$ cat config.mk
export PLATFORM = sky130hd
export DESIGN_NAME = uart_rx_mmio
export DESIGN_NICKNAME = d
export VERILOG_FILES = /design/src/rtl/uart_rx_mmio_pkg.sv /design/src/rtl/uart_rx_mmio_core.sv /design/src/rtl/uart_rx_mmio.sv
export SDC_FILE = /design/constraint.sdc
export NUM_CORES = 1
export LEC_CHECK = 0
export CAP_MARGIN = 20
export CORE_MARGIN = 10
export CORE_UTILIZATION = 30
export DETAILED_ROUTE_END_ITERATION = 16
export SLEW_MARGIN = 5
export SYNTH_ARGS = -nofsm -noshare
export SYNTH_HDL_FRONTEND = slang
export SYNTH_HIERARCHICAL = 1
export SYNTH_SLANG_ARGS = --single-unit
$ cat constraint.sdc
create_clock -name clk -period 2.7 [get_ports clk]
set_input_delay 0.54 -clock clk [delete_from_list [all_inputs] [get_ports clk]]
set_output_delay 0.54 -clock clk [all_outputs]
set_load 0.02 [all_outputs]
$ cat src/rtl/uart_rx_mmio_pkg.sv
// Shared IO map, register bit positions and receiver state type for the UART RX peripheral.
package uart_rx_mmio_pkg;

    localparam int unsigned XLEN   = 32;
    localparam int unsigned ADDR_W = 32;

    localparam logic [ADDR_W-1:0] IO_BASE_ADDR           = 32'h4000_0000;
    localparam logic [ADDR_W-1:0] IO_UART_RX_OFFSET      = 32'h0000_0010;
    localparam logic [ADDR_W-1:0] IO_UART_RX_STAT_OFFSET = 32'h0000_0014;
    localparam logic [ADDR_W-1:0] IO_UART_RX_CTRL_OFFSET = 32'h0000_0018;

    localparam int unsigned IO_UART_RX_STAT_VALID_BIT = 0;
    localparam int unsigned IO_UART_RX_STAT_FULL_BIT  = 1;
    localparam int unsigned IO_UART_RX_STAT_OVR_BIT   = 2;
    localparam int unsigned IO_UART_RX_STAT_FERR_BIT  = 3;
    localparam int unsigned IO_UART_RX_STAT_BUSY_BIT  = 4;
    localparam int unsigned IO_UART_RX_STAT_CNT_LSB   = 8;
    localparam int unsigned IO_UART_RX_CTRL_IRQEN_BIT = 0;

    typedef enum logic [1:0] {
        RX_IDLE,
        RX_START,
        RX_DATA,
        RX_STOP
    } rx_state_e;

endpackage

$ cat src/rtl/uart_rx_mmio_core.sv
// 8N1 deserialiser: two-flop input synchroniser plus start/data/stop bit FSM.
module uart_rx_core
    import uart_rx_mmio_pkg::*;
#(
    parameter int unsigned UART_DIV = 868
) (
    input  logic       clk,
    input  logic       rst_n,
    input  logic       i_rx,
    output logic       o_byte_valid,
    output logic [7:0] o_byte,
    output logic       o_frame_err,
    output logic       o_busy
);

    localparam int unsigned CNT_W = $clog2(UART_DIV);

    logic             r_sync1, r_sync2, r_prev;
    logic [CNT_W-1:0] r_cnt;
    logic [2:0]       r_bit;
    logic [7:0]       r_shift;
    rx_state_e        r_state;
    logic             w_rx;

    assign w_rx   = r_sync2;
    assign o_busy = (r_state != RX_IDLE);

    always_ff @(posedge clk or negedge rst_n) begin
        if (!rst_n) begin
            r_sync1 <= 1'b1;
            r_sync2 <= 1'b1;
            r_prev  <= 1'b1;
        end else begin
            r_sync1 <= i_rx;
            r_sync2 <= r_sync1;
            r_prev  <= r_sync2;
        end
    end

    // Start detection needs a true high->low edge, so a line held low after a bad stop bit is ignored.
    always_ff @(posedge clk or negedge rst_n) begin
        if (!rst_n) begin
            r_state      <= RX_IDLE;
            r_cnt        <= '0;
            r_bit        <= '0;
            r_shift      <= '0;
            o_byte       <= '0;
            o_byte_valid <= 1'b0;
            o_frame_err  <= 1'b0;
        end else begin
            o_byte_valid <= 1'b0;
            o_frame_err  <= 1'b0;
            case (r_state)
                RX_IDLE: begin
                    if (r_prev && !w_rx) begin
                        r_cnt   <= CNT_W'(UART_DIV / 2 - 1);
                        r_state <= RX_START;
                    end
                end
                RX_START: begin
                    if (r_cnt == '0) begin
                        if (!w_rx) begin
                            r_cnt   <= CNT_W'(UART_DIV - 1);
                            r_bit   <= '0;
                            r_state <= RX_DATA;
                        end else begin
                            r_state <= RX_IDLE;
                        end
                    end else begin
                        r_cnt <= r_cnt - 1'b1;
                    end
                end
                RX_DATA: begin
                    if (r_cnt == '0) begin
                        r_shift <= {w_rx, r_shift[7:1]};
                        r_cnt   <= CNT_W'(UART_DIV - 1);
                        if (r_bit == 3'd7) r_state <= RX_STOP;
                        else               r_bit   <= r_bit + 1'b1;
                    end else begin
                        r_cnt <= r_cnt - 1'b1;
                    end
                end
                RX_STOP: begin
                    if (r_cnt == '0) begin
                        if (w_rx) begin
                            o_byte       <= r_shift;
                            o_byte_valid <= 1'b1;
                        end else begin
                            o_frame_err  <= 1'b1;
                        end
                        r_state <= RX_IDLE;
                    end else begin
                        r_cnt <= r_cnt - 1'b1;
                    end
                end
                default: r_state <= RX_IDLE;
            endcase
        end
    end

endmodule

$ cat src/rtl/uart_rx_mmio.sv
// MMIO UART receiver: byte FIFO, sticky error flags, interrupt enable and register decode.
module uart_rx_mmio
    import uart_rx_mmio_pkg::*;
#(
    parameter int unsigned       UART_DIV    = 868,
    parameter int unsigned       FIFO_DEPTH  = 4,
    parameter logic [ADDR_W-1:0] RX_DATA_OFF = IO_UART_RX_OFFSET,
    parameter logic [ADDR_W-1:0] RX_STAT_OFF = IO_UART_RX_STAT_OFFSET,
    parameter logic [ADDR_W-1:0] RX_CTRL_OFF = IO_UART_RX_CTRL_OFFSET
) (
    input  logic              clk,
    input  logic              rst_n,
    input  logic              mmio_req,
    input  logic              mmio_we,
    input  logic [ADDR_W-1:0] mmio_addr,
    input  logic [XLEN-1:0]   mmio_wdata,
    output logic [XLEN-1:0]   mmio_rdata,
    output logic              mmio_ready,
    input  logic              uart_rx,
    output logic              rx_irq
);

    localparam int unsigned PW = $clog2(FIFO_DEPTH);
    localparam int unsigned CW = PW + 1;

    logic              w_byte_valid, w_frame_err, w_busy;
    logic [7:0]        w_byte;
    logic [7:0]        r_mem [FIFO_DEPTH];
    logic [PW-1:0]     r_wptr, r_rptr;
    logic [CW-1:0]     r_count;
    logic              r_ovr, r_ferr, r_irq_en;
    logic              w_empty, w_full, w_fire, w_pop, w_push, w_ovr_set, w_wr_stat;
    logic              w_sel_data, w_sel_stat, w_sel_ctrl;
    logic [ADDR_W-1:0] w_off;
    logic [XLEN-1:0]   w_rdata, w_stat;
    logic              w_unused;

    uart_rx_core #(.UART_DIV(UART_DIV)) u_core (
        .clk          (clk),
        .rst_n        (rst_n),
        .i_rx         (uart_rx),
        .o_byte_valid (w_byte_valid),
        .o_byte       (w_byte),
        .o_frame_err  (w_frame_err),
        .o_busy       (w_busy)
    );

    assign w_off      = mmio_addr - IO_BASE_ADDR;
    assign w_sel_data = (w_off == RX_DATA_OFF);
    assign w_sel_stat = (w_off == RX_STAT_OFF);
    assign w_sel_ctrl = (w_off == RX_CTRL_OFF);
    assign w_empty    = (r_count == '0);
    assign w_full     = (r_count == CW'(FIFO_DEPTH));
    assign w_fire     = mmio_req & ~mmio_ready;
    assign w_pop      = w_fire & ~mmio_we & w_sel_data & ~w_empty;
    // A simultaneous pop frees the slot, so a push into a full FIFO still lands.
    assign w_push     = w_byte_valid & (~w_full | w_pop);
    assign w_ovr_set  = w_byte_valid & w_full & ~w_pop;
    assign w_wr_stat  = w_fire & mmio_we & w_sel_stat;
    assign w_unused   = ^{mmio_wdata[XLEN-1:4], mmio_wdata[2:1]};

    always_comb begin
        w_stat = '0;
        w_stat[IO_UART_RX_STAT_VALID_BIT] = ~w_empty;
        w_stat[IO_UART_RX_STAT_FULL_BIT]  = w_full;
        w_stat[IO_UART_RX_STAT_OVR_BIT]   = r_ovr;
        w_stat[IO_UART_RX_STAT_FERR_BIT]  = r_ferr;
        w_stat[IO_UART_RX_STAT_BUSY_BIT]  = w_busy;
        w_stat[IO_UART_RX_STAT_CNT_LSB +: 4] = 4'(r_count);
        w_rdata = '0;
        if (!mmio_we) begin
            if (w_sel_data && !w_empty) w_rdata = XLEN'({1'b1, r_mem[r_rptr]});
            else if (w_sel_stat)        w_rdata = w_stat;
            else if (w_sel_ctrl)        w_rdata[IO_UART_RX_CTRL_IRQEN_BIT] = r_irq_en;
        end
    end

    always_ff @(posedge clk) begin
        if (w_push) r_mem[r_wptr] <= w_byte;
    end

    always_ff @(posedge clk or negedge rst_n) begin
        if (!rst_n) begin
            r_wptr     <= '0;
            r_rptr     <= '0;
            r_count    <= '0;
            r_ovr      <= 1'b0;
            r_ferr     <= 1'b0;
            r_irq_en   <= 1'b0;
            mmio_ready <= 1'b0;
            mmio_rdata <= '0;
            rx_irq     <= 1'b0;
        end else begin
            if (w_push) r_wptr <= r_wptr + 1'b1;
            if (w_pop)  r_rptr <= r_rptr + 1'b1;
            case ({w_push, w_pop})
                2'b10:   r_count <= r_count + 1'b1;
                2'b01:   r_count <= r_count - 1'b1;
                default: r_count <= r_count;
            endcase
            r_ovr  <= w_ovr_set   | (r_ovr  & ~(w_wr_stat & mmio_wdata[IO_UART_RX_STAT_OVR_BIT]));
            r_ferr <= w_frame_err | (r_ferr & ~(w_wr_stat & mmio_wdata[IO_UART_RX_STAT_FERR_BIT]));
            if (w_fire && mmio_we && w_sel_ctrl) r_irq_en <= mmio_wdata[IO_UART_RX_CTRL_IRQEN_BIT];
            mmio_ready <= w_fire;
            if (w_fire) mmio_rdata <= w_rdata;
            rx_irq <= r_irq_en & (~w_empty | r_ovr | r_ferr);
        end
    end

endmodule

# Word-level counts from Yosys, hierarchy flattened
# Memories as Yosys holds them, arrays and structs flattened.
# Index checks and enable logic that the tools add are counted.
# word_totals
ff_bits	80
mem_bits_rw	32
inputBits	69
output_inout_bits	34
mem_count	1
# classes
add_sub_neg	7
n_eq_ne	19
n_mux	32
bitwise_logic	26
reduce_logical	17
# memory_table
name	words	width	read_ports	rd_ports_with_merged_regs	write_ports	line	rtl
r_mem	4	8	1	0	1	uart_rx_mmio.sv:28	logic [7:0] r_mem [FIFO_DEPTH];
# op_table
operator	count
== test 32 x 5 -> 1 bit (second input constant)	3
2-to-1 mux 10 bit	6
case mux 10 bit (4 select lines)	1
2-to-1 mux 32 bit	1
subtractor 32 x 31 -> 32 bit (second input constant)	1
bitwise AND 1 bit	14
2-to-1 mux 2 bit	6
2-to-1 mux 3 bit	4
case mux 3 bit (2 select lines)	2
2-to-1 mux 11 bit	1
logical NOT 10 bit	1
2-to-1 mux 1 bit	10
!= test 2 x 1 -> 1 bit (second input constant)	5
AND reduction 5 bit	2
subtractor 10 x 1 -> 10 bit (second input constant)	1
case mux 2 bit (4 select lines)	1
NOT 1 bit	7
adder 3 x 1 -> 3 bit (second input constant)	2
== test 2 bit (second input constant)	3
== test 3 bit (second input constant)	2
!= test 2 bit (second input constant)	3
AND reduction 3 bit	2
nonzero test 2 bit	3
OR 1 bit	5
other kinds (9)	15

# Longest topological paths before layout
# Gate-level depths: netlist (run 1).
# depth
depth_word	9
mapped_depth	12
depth_no_buf	11

# By module
# Netlist (run 1), hierarchy kept.
# by_module_without_submodules
mod	instances	cells_each	area_per_inst_um2	seq_area_each_um2
uart_rx_mmio	1	187	2643.8	1536.5
uart_rx_core	1	159	1839.3	904.6

# Worst setup path after synthesis (run 1)
# No wires, ideal clock.
# synth_timing
path_kind	in2reg
from	input mmio_addr[13]
to	register r_count[2]
arrival_ns	2.366
required_ns	2.621
setup_slack_ns	0.255
stages	9
path_buffers	0
cell_sequence	nor4_1 nand3_1 nor4_1 ha_1 inv_1 fa_1 xor2_1 nor2_1 xor2_1
# synth_between
elab_chain_len	8
elab_cells_between_ends	10
# synth_rtl
element	line	rtl
start: declaration	uart_rx_mmio.sv:15	input logic [ADDR_W-1:0] mmio_addr,
subtractor 32 x 31 -> 32 bit (*)	uart_rx_mmio.sv:48	assign w_off = mmio_addr - IO_BASE_ADDR;
== test 32 x 5 -> 1 bit (*)	uart_rx_mmio.sv:49	assign w_sel_data = (w_off == RX_DATA_OFF);
bitwise AND 1 bit (*) (2 in series)	uart_rx_mmio.sv:55	assign w_pop = w_fire & ~mmio_we & w_sel_data & ~w_empty;
via w_pop	uart_rx_mmio.sv:32	logic w_empty, w_full, w_fire, w_pop, w_push, w_ovr_set, w_wr_stat;
OR 1 bit	uart_rx_mmio.sv:57	assign w_push = w_byte_valid & (~w_full | w_pop);
bitwise AND 1 bit	uart_rx_mmio.sv:57	
== test 2 x 1 -> 1 bit / == test 2 bit (equally long branches)	uart_rx_mmio.sv:96	case ({w_push, w_pop})
case mux 3 bit (2 select lines) / nonzero test 2 bit (equally long branches)	-	
end signal: assignment	uart_rx_mmio.sv:97	2'b10: r_count <= r_count + 1'b1;
end signal: assignment	uart_rx_mmio.sv:98	2'b01: r_count <= r_count - 1'b1;
end signal: assignment	uart_rx_mmio.sv:99	default: r_count <= r_count;
end: declaration	uart_rx_mmio.sv:30	logic [CW-1:0] r_count;
# Mark *: on every way through the listed nets, which the timed path passes. The rest lies on a longest branch.
# A chain may end at the register's enable or synchronous reset.

# Worst setup path after layout (run 1)
# layout_timing
from	input mmio_addr[3]
to	register r_count[2]
# The elaborated chain is that of the path after synthesis.

==> summary.txt, run 1 <==
Timing
  – PnR worst setup slack: 0.131 ns
  – Max_slew headroom: 0.662
  – WHS: 0.186 ns
  – Max Clk Rate: 389 MHz
  – Period utilization: 0.952
  – Final Hold Fails: 0
  – Worst Skew: roughly 0.0052 ns
  – Final setup violation count: 0
  – Worst slew pin tran: between 0.5 and 0.6 ns
  – Tmin final: 2.57 ns
  – Final Max Tran Viols: 0

Detailed routing
  – Routed via count: 3060
  – Drt wl/cell: approximately 16 µm
  – 1st-iter DRT viols: between 150 and 200
  – Drt drc: 0
  – Vias/cell: 4.94
  – DRT Pass-1 Iters: 4
  – Final WL: 10000 µm
  – Antenna viol nets, final: 0

Synthesis
  – Simple-gate share of the synthesized area: 0.150
  – Synth area leaders: dfrtp_1 (31%), edfxtp_1 (21%), mux2_2 (4.0%)
  – Yosys top cell area share: 0.313
  – Synth Area in XOR/XNOR: 0.0117
  – Seq cells post-synth: 91
  – Synth Cell Area: 4480 µm²
  – Compound-gate portion of the synthesized area: 0.0943
  – Gate Count Post-Synth: 346
  – Most frequent cell after synthesis: dfrtp_1
  – Mux share of post-synthesis cell area: 0.0949
  – Synth cell count leaders: dfrtp_1 (56), edfxtp_1 (32), buf_4 (21)
  – Largest family of logic cells by synthesized area: simple AND/OR/NAND/NOR gates
  – Async SR Flop Fraction: 0.648
  – EDFF count, synth: 32
  – Post-synthesis sequential area ratio: 0.545
  – Synth Area in Adders: 0.0435
  – Syn avg cell area: 13.0 µm²
  – Leading area contributor after synthesis: dfrtp_1
  – Post-synth top flop: dfrtp_1
  – Distinct cells, synth: 62
  – YS warnings: 6

Power
  – Static leakage: 2.50 nW
  – Maximum VDD drop: 0.000485 V
  – Power Density: ~700 nW/µm²

Die
  – Horiz. Die Dim: 142 µm
  – I/O Pins: ~100
  – Die Span Y: 142 µm
  – Starting density of the core: 0.307
  – Core box area: 14600 µm²
  – Row count: 44
  – Die area: approximately 20000 µm²

Final layout
  – Nets: 514
  – Antenna Cells: 0
  – Area Overhead vs Synth: 28.5%
  – Layout cell share with drive strength beyond 1: 0.237

Setup path
  – Crit path launch: mmio_addr[3]
  – Reg2Reg Depth: 11
  – Worst path required time: 2.97 ns
  – Crit Path Category: primary input to flop
  – Worst setup path end: r_count[2]
  – Max Fanout on Critical Path: 3
  – Flop2flop setup slack: ~0.21 ns
  – Reg2reg start: r_count[2]
  – Critical path arrival: 2.84 ns
  – R2r endpoint: r_count[2]
  – CP endpoint kind: flop
  – Crit start category: primary input

Global route
  – GRT Util Overall: 0.0997
  – Global route overflow: 0
  – First-pass GRT wire length: about 16000 µm
  – Largest net degree at the start of global routing: 60
  – Vias in the first global route: 3220
  – Antenna violations before repair: 0

Placed design
  – PortBufs: 52
  – Pre-CTS WS: -0.409 ns
  – DP HPWL: roughly 7200 µm
  – Routability Congestion: 0.787

Run
  – Max-Cap Viols: 0

Clock tree
  – Clock sink total: 91
  – H-tree depth: 3
  – Total CTS buffers: 9
  – Clock buffer depth: 2
  – Skew-Pair Late Insertion Delay: around 0.34 ns
  – Hold Buf Count CTS: 0
  – CTS tree: done
  – Clk slew on worst S/H paths: 0.07 ns
  – Root Buffer: clkbuf_16

Status
  – Status: completed

Min path
  – Hold Crit Class: primary input to asynchronous set/reset pin
==> power breakdown <==
group          internal [mW]  leakage, nW  switching [mW]
Clock                  0.734        0.155           0.514
Sequential              1.52         1.11           0.118
Combinational          0.477         1.24           0.624
Total                   2.73         2.50            1.26
==> registers in the layout, summed over array words and instances, names as in the netlist, named ones only <==
name and flops:
u_core/r_cnt 10, r_rptr 2, mmio_rdata 11, u_core/r_sync2 1, r_mem 32, mmio_ready 1
u_core/r_bit 3, r_wptr 2, u_core/r_shift 8, u_core/r_state 1, rx_irq 1, r_irq_en 1
u_core/r_sync1 1, r_count 3, u_core/o_frame_err 1, r_ferr 1, u_core/o_byte 8, u_core/o_byte_valid 1
r_ovr 1, u_core/r_prev 1
==> worst min path at each step <==
stage	from	endpoint	slack (ns)	cells past startpoint
after floorplan	rst_n	mmio_rdata[0]	0.24	0
after global placement	u_core/r_sync1	u_core/r_sync2	0.35	0
after detailed placement	u_core/r_sync1	u_core/r_sync2	0.35	0
after CTS	rst_n	u_core/r_cnt[6]	0.20	2
after global routing	rst_n	u_core/r_cnt[6]	0.21	2
final	rst_n	u_core/r_cnt[6]	0.19	2
==> layout by cell type (no fill, tap or decap), types with 5 or more instances in the layout <==
master	count
dfrtp_1	56
clkdlybuf4s50_1	40
edfxtp_1	32
buf_4	27
conb_1	21
nand2_1	19
mux2_2	16
nor2_1	15
inv_1	14
ha_1	13
nand3_1	11
dlymetal6s2s_1	11
clkbuf_16	10
a22o_1	9
mux4_2	8
nor3_1	7
nand4_1	6
and3_1	5
a41oi_1	5
a31oi_1	5
buf_12	5
o21ai_0	5
a21oi_1	5
==> through the flow <==
stage / instances / total power, mW / setup TNS (ns) / utilization / cell area (µm²)
2_1_floorplan: 366 / 2.45 / 0 / - / 4560
3_3_place_gp: 601 / 2.72 / -0.647 / 0.369 / 5380
3_5_place_dp: 601 / 2.75 / -1.52 / 0.369 / 5380
4_1_cts: 617 / 4.02 / 0 / 0.390 / 5690
5_1_grt: 619 / 4.24 / -0.00468 / 0.395 / 5760
6_report: 619 / 3.99 / 0 / 0.395 / 5760
==> cells by family after synthesis <==
| logic type | Yosys count |
|---|---|
| flops | 91 |
| fa+ha+maj | 15 |
| mux | 29 |
| simple gates | 104 |
| buf+inv | 46 |
| other cells | 1 |
| xor+xnor | 6 |
| compound gates | 54 |
==> area by class of cell <==
| class | count | area (µm²) |
|---|---|---|
| Fill cell | 1380 | 8830 |
| Sequential cell | 91 | 2440 |
| Multi-Input combinational cell | 229 | 1880 |
| Timing Repair Buffer | 84 | 846 |
| Clock buffer | 12 | 278 |
| Tap cell | 184 | 230 |
| Inverter | 15 | 56.3 |
| Clock inverter | 4 | 28.8 |
==> per-layer routing <==
layer	part of all wire	track usage
met5	0	0
met4	0.0098	0.0242
met3	0.091	0.0397
met2	0.47	0.164
met1	0.43	0.119
==> what timing repair did <==
| action | in CTS | in global routing |
|---|---|---|
| pin swaps | 3 | 9 |
| resized for setup | 2 | 17 |
| buffers inserted | 0 | 2 |
| endpoints found under the setup margin | 1 | 2 |
==> worst max-delay path: stages <==
cell and delay, ns:
clkdlybuf4s50_1 0.47, or3_1 0.40, nor4_2 0.28, buf_4 0.16
ha_2 0.17, inv_1 0.05, fa_2 0.33, xor2_1 0.17
nor2_1 0.13, xor2_1 0.14
Note: power is estimated with default switching activity, not from simulation.
==> run 2, diff against run 1 <==
Settings changed: CORE_ASPECT_RATIO set to 1.5, CORE_UTILIZATION 30 to 50, PLACE_DENSITY set to 0.8.
==> summary.txt, run 2 (synthesized netlist as in run 1, its figures left out) <==
Timing
  – Final setup violation count: 0 (unchanged)
  – Final Max Tran Viols: 0 (unchanged)
  – WHS: 0.247 ns (+0.0612 ns)
  – Max_slew headroom: 0.525 (-0.137)
  – Final Hold Fails: 0 (unchanged)
  – PnR worst setup slack: 0.0810 ns (-0.0498 ns)
  – Period utilization: 0.970 (+0.0184)
  – Tmin final: 2.62 ns (+0.0498 ns)
  – Max Clk Rate: 382 MHz (-1.9%)
  – Worst slew pin tran: 0.713 ns (+0.208 ns)
  – Worst Skew: 0.0101 ns (+0.00484 ns)

Final layout
  – Antenna Cells: 0 (unchanged)
  – Area Overhead vs Synth: 27.6%
  – Fin cells: 549 (-11%)
  – Finished Core Util: 0.652 (+0.257)
  – Largest regs: r_mem x32, mmio_rdata x11, u_core/r_cnt x10
  – Nets: 518 (+0.78%)
  – Top reg by flops: r_mem
  – Layout cell share with drive strength beyond 1: 0.246 (+0.00923)
  – Leading cell types in the layout, fill and taps excluded: dfrtp_1 (56), clkdlybuf4s50_1 (39), buf_4 (32), edfxtp_1 (32), conb_1 (21)
  – Max FFs per register: 32 (unchanged)
  – Most common cell after layout, fill and taps aside: dfrtp_1
  – FILL cells: 622 (-55%)

Global route
  – Vias in the first global route: 3443 (+6.9%)
  – First-pass GRT wire length: 17300 µm (+6.3%)
  – GRT Util Overall: 0.164 (+0.0642)
  – Antenna violations before repair: 0 (unchanged)
  – Largest net degree at the start of global routing: 31 (-48%)
  – Global route overflow: 0 (unchanged)

Power
  – Design Power: 4.20 mW (+5.3%)
  – Power Density: 734 nW/µm² (+6.0%)
  – Static leakage: 2.48 nW (-1.0%)
  – Maximum VDD drop: 0.000612 V (+26%)

Detailed routing
  – Drt drc: 0 (unchanged)
  – Vias/cell: 5.77 (+17%)
  – Routed via count: 3168 (+3.5%)
  – Drt wl/cell: 19.0 µm (+18%)
  – Final WL: 10500 µm (+4.4%)
  – Antenna viol nets, final: 0 (unchanged)
  – 1st-iter DRT viols: 121 (-26%)
  – DRT Pass-1 Iters: 4 (unchanged)

Clock tree
  – Skew-Pair Late Insertion Delay: 0.34 ns (about the same)
  – Clock buffer depth: 2 (unchanged)
  – Hold Buf Count CTS: 0 (unchanged)
  – Clock sink total: 91 (unchanged)
  – Clk slew on worst S/H paths: 0.07 ns (about the same)
  – CTS tree: done
  – Total CTS buffers: 9 (unchanged)
  – Root Buffer: clkbuf_16
  – H-tree depth: 3 (unchanged)

Die
  – Horiz. Die Dim: 97.3 µm (-32%)
  – Core box area: 8780 µm² (-40%)
  – Die Span Y: 136 µm (-4.4%)
  – Row count: 42 (-4.5%)
  – Die area: 13200 µm² (-35%)
  – I/O Pins: 103 (unchanged)
  – Starting density of the core: 0.511 (+0.204)

Placed design
  – DP HPWL: 7780 µm (+7.6%)
  – Placed cell count: 529 (-12%)
  – PortBufs: 52 (unchanged)
  – Pre-CTS WS: -0.484 ns (-0.0750 ns)
  – Routability Congestion: 0.885 (+12%)

Setup path
  – CP delay by family, top: simple AND/OR/NAND/NOR gates
  – Crit Path Category: primary input to flop
  – Cells along the critical path: clkdlybuf4s50_1, nor4_4, nand3_2, nor4_2, buf_4, ha_2, inv_1, fa_2, xor2_1, nor2_1, xor2_1
  – Crit start category: primary input
  – Worst path required time: 2.96 ns (about the same)
  – CP endpoint kind: flop
  – Critical path arrival: 2.88 ns (+0.04 ns)
  – Max Fanout on Critical Path: 2 (-1)
  – Most used cell, CP: xor2_1
  – CP bufs+invs: 3 (unchanged)
  – Max incr delay on CP: 0.45 ns (-0.02 ns)
  – Crit-path slowest cell: clkdlybuf4s50_1

Min path
  – Hold Crit Class: primary input to asynchronous set/reset pin

Run
  – Max-Cap Viols: 0 (unchanged)

Status
  – Status: completed
-- run 2: where the power goes --
group          switching (mW)  internal [mW]  leakage, nW
registers               0.121           1.52         1.11
logic                   0.645          0.478         1.20
clock network           0.523          0.910        0.166
total                    1.29           2.91         2.48
-- run 2: area by class of cell --
cell class	instances	area, µm²	area share
well taps	110	138	0.0241
inverters	15	56.3	0.00984
flip-flops and latches	91	2440	0.427
multi-input cells	229	1900	0.332
clock inverters	7	124	0.0217
clock buffers	9	225	0.0394
repair buffers	88	836	0.146
-- run 2: stage by stage --
stage | setup TNS, ns | instance area [µm²]
after detailed placement | -0.723 | 5290
after CTS | 0 | 5680
after global routing | -0.0203 | 5720
after floorplan | 0 | 4560
after global placement | -0.598 | 5290
final | 0 | 5720
-- run 2: what timing repair did --
action                     4_1_cts  5_1_grt
resized for setup               14        8
setup endpoints to repair        1        2
buffers inserted                 3        1
pin swaps                        8        8
-- run 2: routing by layer --
| layer | vias up | track usage | wire length (µm) | share of wire |
|---|---|---|---|---|
| met5 | - | 0 | 0 | 0 |
| met4 | 0 | 0.0810 | 298 | 0.028 |
| met3 | 22 | 0.0518 | 776 | 0.074 |
| met2 | 130 | 0.309 | 5720 | 0.55 |
| met1 | 1571 | 0.156 | 3670 | 0.35 |
| li1 | 1445 | - | - | - |
-- run 2: path summary, 6_finish.rpt --
| kind | startpoint | endpoint | slack, ns | cells past startpoint |
|---|---|---|---|---|
| min in group clk | u_core/r_sync1 | u_core/r_sync2 | 0.36 | 0 |
| max | mmio_addr[14] | r_count[2] | 0.08 | 11 |
| min | rst_n | u_core/r_cnt[9] | 0.25 | 1 |
| min reg2reg | u_core/r_sync1 | u_core/r_sync2 | 0.36 | 0 |
| max in group asynchronous | rst_n | u_core/r_prev | 1.69 | 2 |
| max reg2reg | r_count[2] | r_count[2] | 0.20 | 10 |
==> run 3, diff against run 2 <==
Settings changed: PLACE_DENSITY 0.8 to 0.92.
==> summary.txt, run 3 (synthesized netlist as in run 1, its figures left out) <==
Status
  – Status: completed

Final layout
  – Max FFs per register: 32 (unchanged)
  – Largest regs: r_mem x32, mmio_rdata x11, u_core/r_cnt x10
  – Leading cell types in the layout, fill and taps excluded: dfrtp_1 (56), buf_4 (37), clkdlybuf4s50_1 (35)
  – Fin cells: 554 (+0.91%)
  – Area Overhead vs Synth: 28.1%
  – Antenna Cells: 0 (unchanged)
  – Most common cell after layout, fill and taps aside: dfrtp_1
  – Area of the multi-input gates: 1930 µm² (+1.5%)
  – FILL cells: 591 (-5.0%)
  – Layout cell share with drive strength beyond 1: 0.261 (+0.0152)
  – Register area: 2440 µm² (unchanged)
  – Top reg by flops: r_mem
  – Nets: 523 (+0.97%)

Setup path
  – CP endpoint kind: flop
  – Reg2reg start: r_count[2]
  – Crit Path Category: primary input to flop
  – Flop2flop setup slack: 0.24 ns (+0.04 ns)
  – CP delay by family, top: simple AND/OR/NAND/NOR gates
  – Critical path arrival: 2.88 ns (about the same)
  – R2r endpoint: r_count[2]
  – Worst path required time: 2.97 ns (about the same)
  – Max incr delay on CP: 0.45 ns (about the same)
  – Crit-path slowest cell: clkdlybuf4s50_1
  – Max Fanout on Critical Path: 2 (unchanged)
  – Reg2Reg Depth: 10 (unchanged)
  – CP bufs+invs: 3 (unchanged)
  – Crit start category: primary input
  – Cells along the critical path: clkdlybuf4s50_1, nor4_4, nand3_2, nor4_4, buf_4, ha_4, inv_2, fa_2, xor2_1, nor2_1, xor2_1

Detailed routing
  – 1st-iter DRT viols: 166 (+37%)
  – Final WL: 10700 µm (+2.1%)
  – DRT Pass-1 Iters: 5 (+1)
  – Routed via count: 3221 (+1.7%)
  – Drt wl/cell: 19.3 µm (+1.2%)
  – Antenna viol nets, final: 0 (unchanged)
  – Drt drc: 0 (unchanged)
  – Vias/cell: 5.81 (+0.76%)

Die
  – Die Span Y: 136 µm (unchanged)
  – I/O Pins: 103 (unchanged)
  – Core box area: 8780 µm² (unchanged)
  – Row count: 42 (unchanged)
  – Die area: 13200 µm² (unchanged)
  – Horiz. Die Dim: 97.3 µm (unchanged)
  – Starting density of the core: 0.511 (unchanged)

Min path
  – Hold Crit Class: primary input to asynchronous set/reset pin

Clock tree
  – Clock sink total: 91 (unchanged)
  – Clk slew on worst S/H paths: 0.06 ns (about the same)
  – Skew-Pair Late Insertion Delay: 0.35 ns (about the same)
  – H-tree depth: 3 (unchanged)
  – Clock buffer depth: 2 (unchanged)
  – Total CTS buffers: 9 (unchanged)
  – CTS tree: done
  – Root Buffer: clkbuf_16
  – Hold Buf Count CTS: 0 (unchanged)

Timing
  – Final Max Tran Viols: 0 (unchanged)
  – Final setup violation count: 0 (unchanged)
  – Worst slew pin tran: 0.518 ns (-0.195 ns)
  – Max_slew headroom: 0.654 (+0.129)
  – Max Clk Rate: 384 MHz (+0.52%)
  – Worst Skew: 0.00686 ns (-0.00323 ns)
  – Tmin final: 2.61 ns (-0.0136 ns)
  – Period utilization: 0.965 (-0.00504)
  – Final Hold Fails: 0 (unchanged)

Global route
  – Vias in the first global route: 3351 (-2.7%)
  – Antenna violations before repair: 0 (unchanged)
  – Largest net degree at the start of global routing: 24 (-23%)
  – GRT Util Overall: 0.160 (-0.00405)
  – First-pass GRT wire length: 17100 µm (-0.64%)
  – Global route overflow: 0 (unchanged)

Power
  – Static leakage: 2.53 nW (+2.2%)
  – Power Density: 699 nW/µm² (-4.8%)
  – Maximum VDD drop: 0.000461 V (-25%)
  – Design Power: 4.01 mW (-4.4%)

Run
  – Max-Cap Viols: 0 (unchanged)

Placed design
  – PortBufs: 52 (unchanged)
  – Routability Congestion: 0.862 (-2.7%)
  – Placed cell count: 528 (-0.19%)
  – DP HPWL: 7680 µm (-1.3%)
-- run 3: cell types whose count changed in the layout (fill, tap and decap cells not counted), sizes merged --
cell and change:
clkinv +3, dlymetal6s2s +4, bufinv -2, inv -1, clkdlybuf4s50 -4, buf +5
-- run 3: stage by stage --
| step | setup TNS, ns | area (µm²) | hold slack (ns) | util | setup WS [ns] |
|---|---|---|---|---|---|
| 2_1_floorplan | 0 | 4560 | 0.244 | - | 0.255 |
| 3_3_place_gp | -0.573 | 5280 | 0.346 | 0.602 | -0.369 |
| 3_5_place_dp | -0.716 | 5280 | 0.352 | 0.602 | -0.428 |
| 4_1_cts | 0 | 5620 | 0.169 | 0.640 | 0.00198 |
| 5_1_grt | -0.0210 | 5740 | 0.192 | 0.654 | -0.0210 |
| 6_report | 0 | 5740 | 0.158 | 0.654 | 0.0946 |
-- run 3: cell type report --
class | instances | share of cell area
clock buffer | 9 | 0.0392
timing repair buffer | 93 | 0.154
tap | 110 | 0.0240
inverter | 15 | 0.00981
sequential | 91 | 0.425
multi-input combinational | 229 | 0.336
clock inverter | 7 | 0.0120
-- run 3: worst max-delay path by stage --
stage,from,endpoint,slack (ns),cells after the start
floorplan,mmio_addr[13],r_count[2],0.25,9
global placement,mmio_addr[16],r_count[2],-0.37,11
detailed placement,mmio_addr[5],r_count[2],-0.43,11
CTS,mmio_addr[6],r_count[2],0.002,11
global route,mmio_addr[14],r_count[2],-0.02,11
finish,mmio_addr[14],r_count[2],0.09,11
-- run 3: power by group --
group          switching, mW  total (mW)  internal, mW
combinational          0.659        1.14         0.478
clock                  0.522        1.24         0.713
sequential             0.118        1.64          1.52
-- run 3: metal layers --
| metal | vias up | global-route usage | routed length [µm] |
|---|---|---|---|
| met3 | 35 | 0.0442 | 684 |
| met1 | 1598 | 0.158 | 3710 |
| met4 | 0 | 0.0883 | 401 |
| met5 | - | 0 | 0 |
| met2 | 137 | 0.295 | 5880 |
| li1 | 1451 | - | - |
-- run 3: what timing repair did --
| item | in CTS | in global routing |
|---|---|---|
| gates resized for setup | 12 | 20 |
| pin swaps | 9 | 14 |
| setup endpoints to repair | 2 | 2 |
| setup buffers | 3 | 8 |
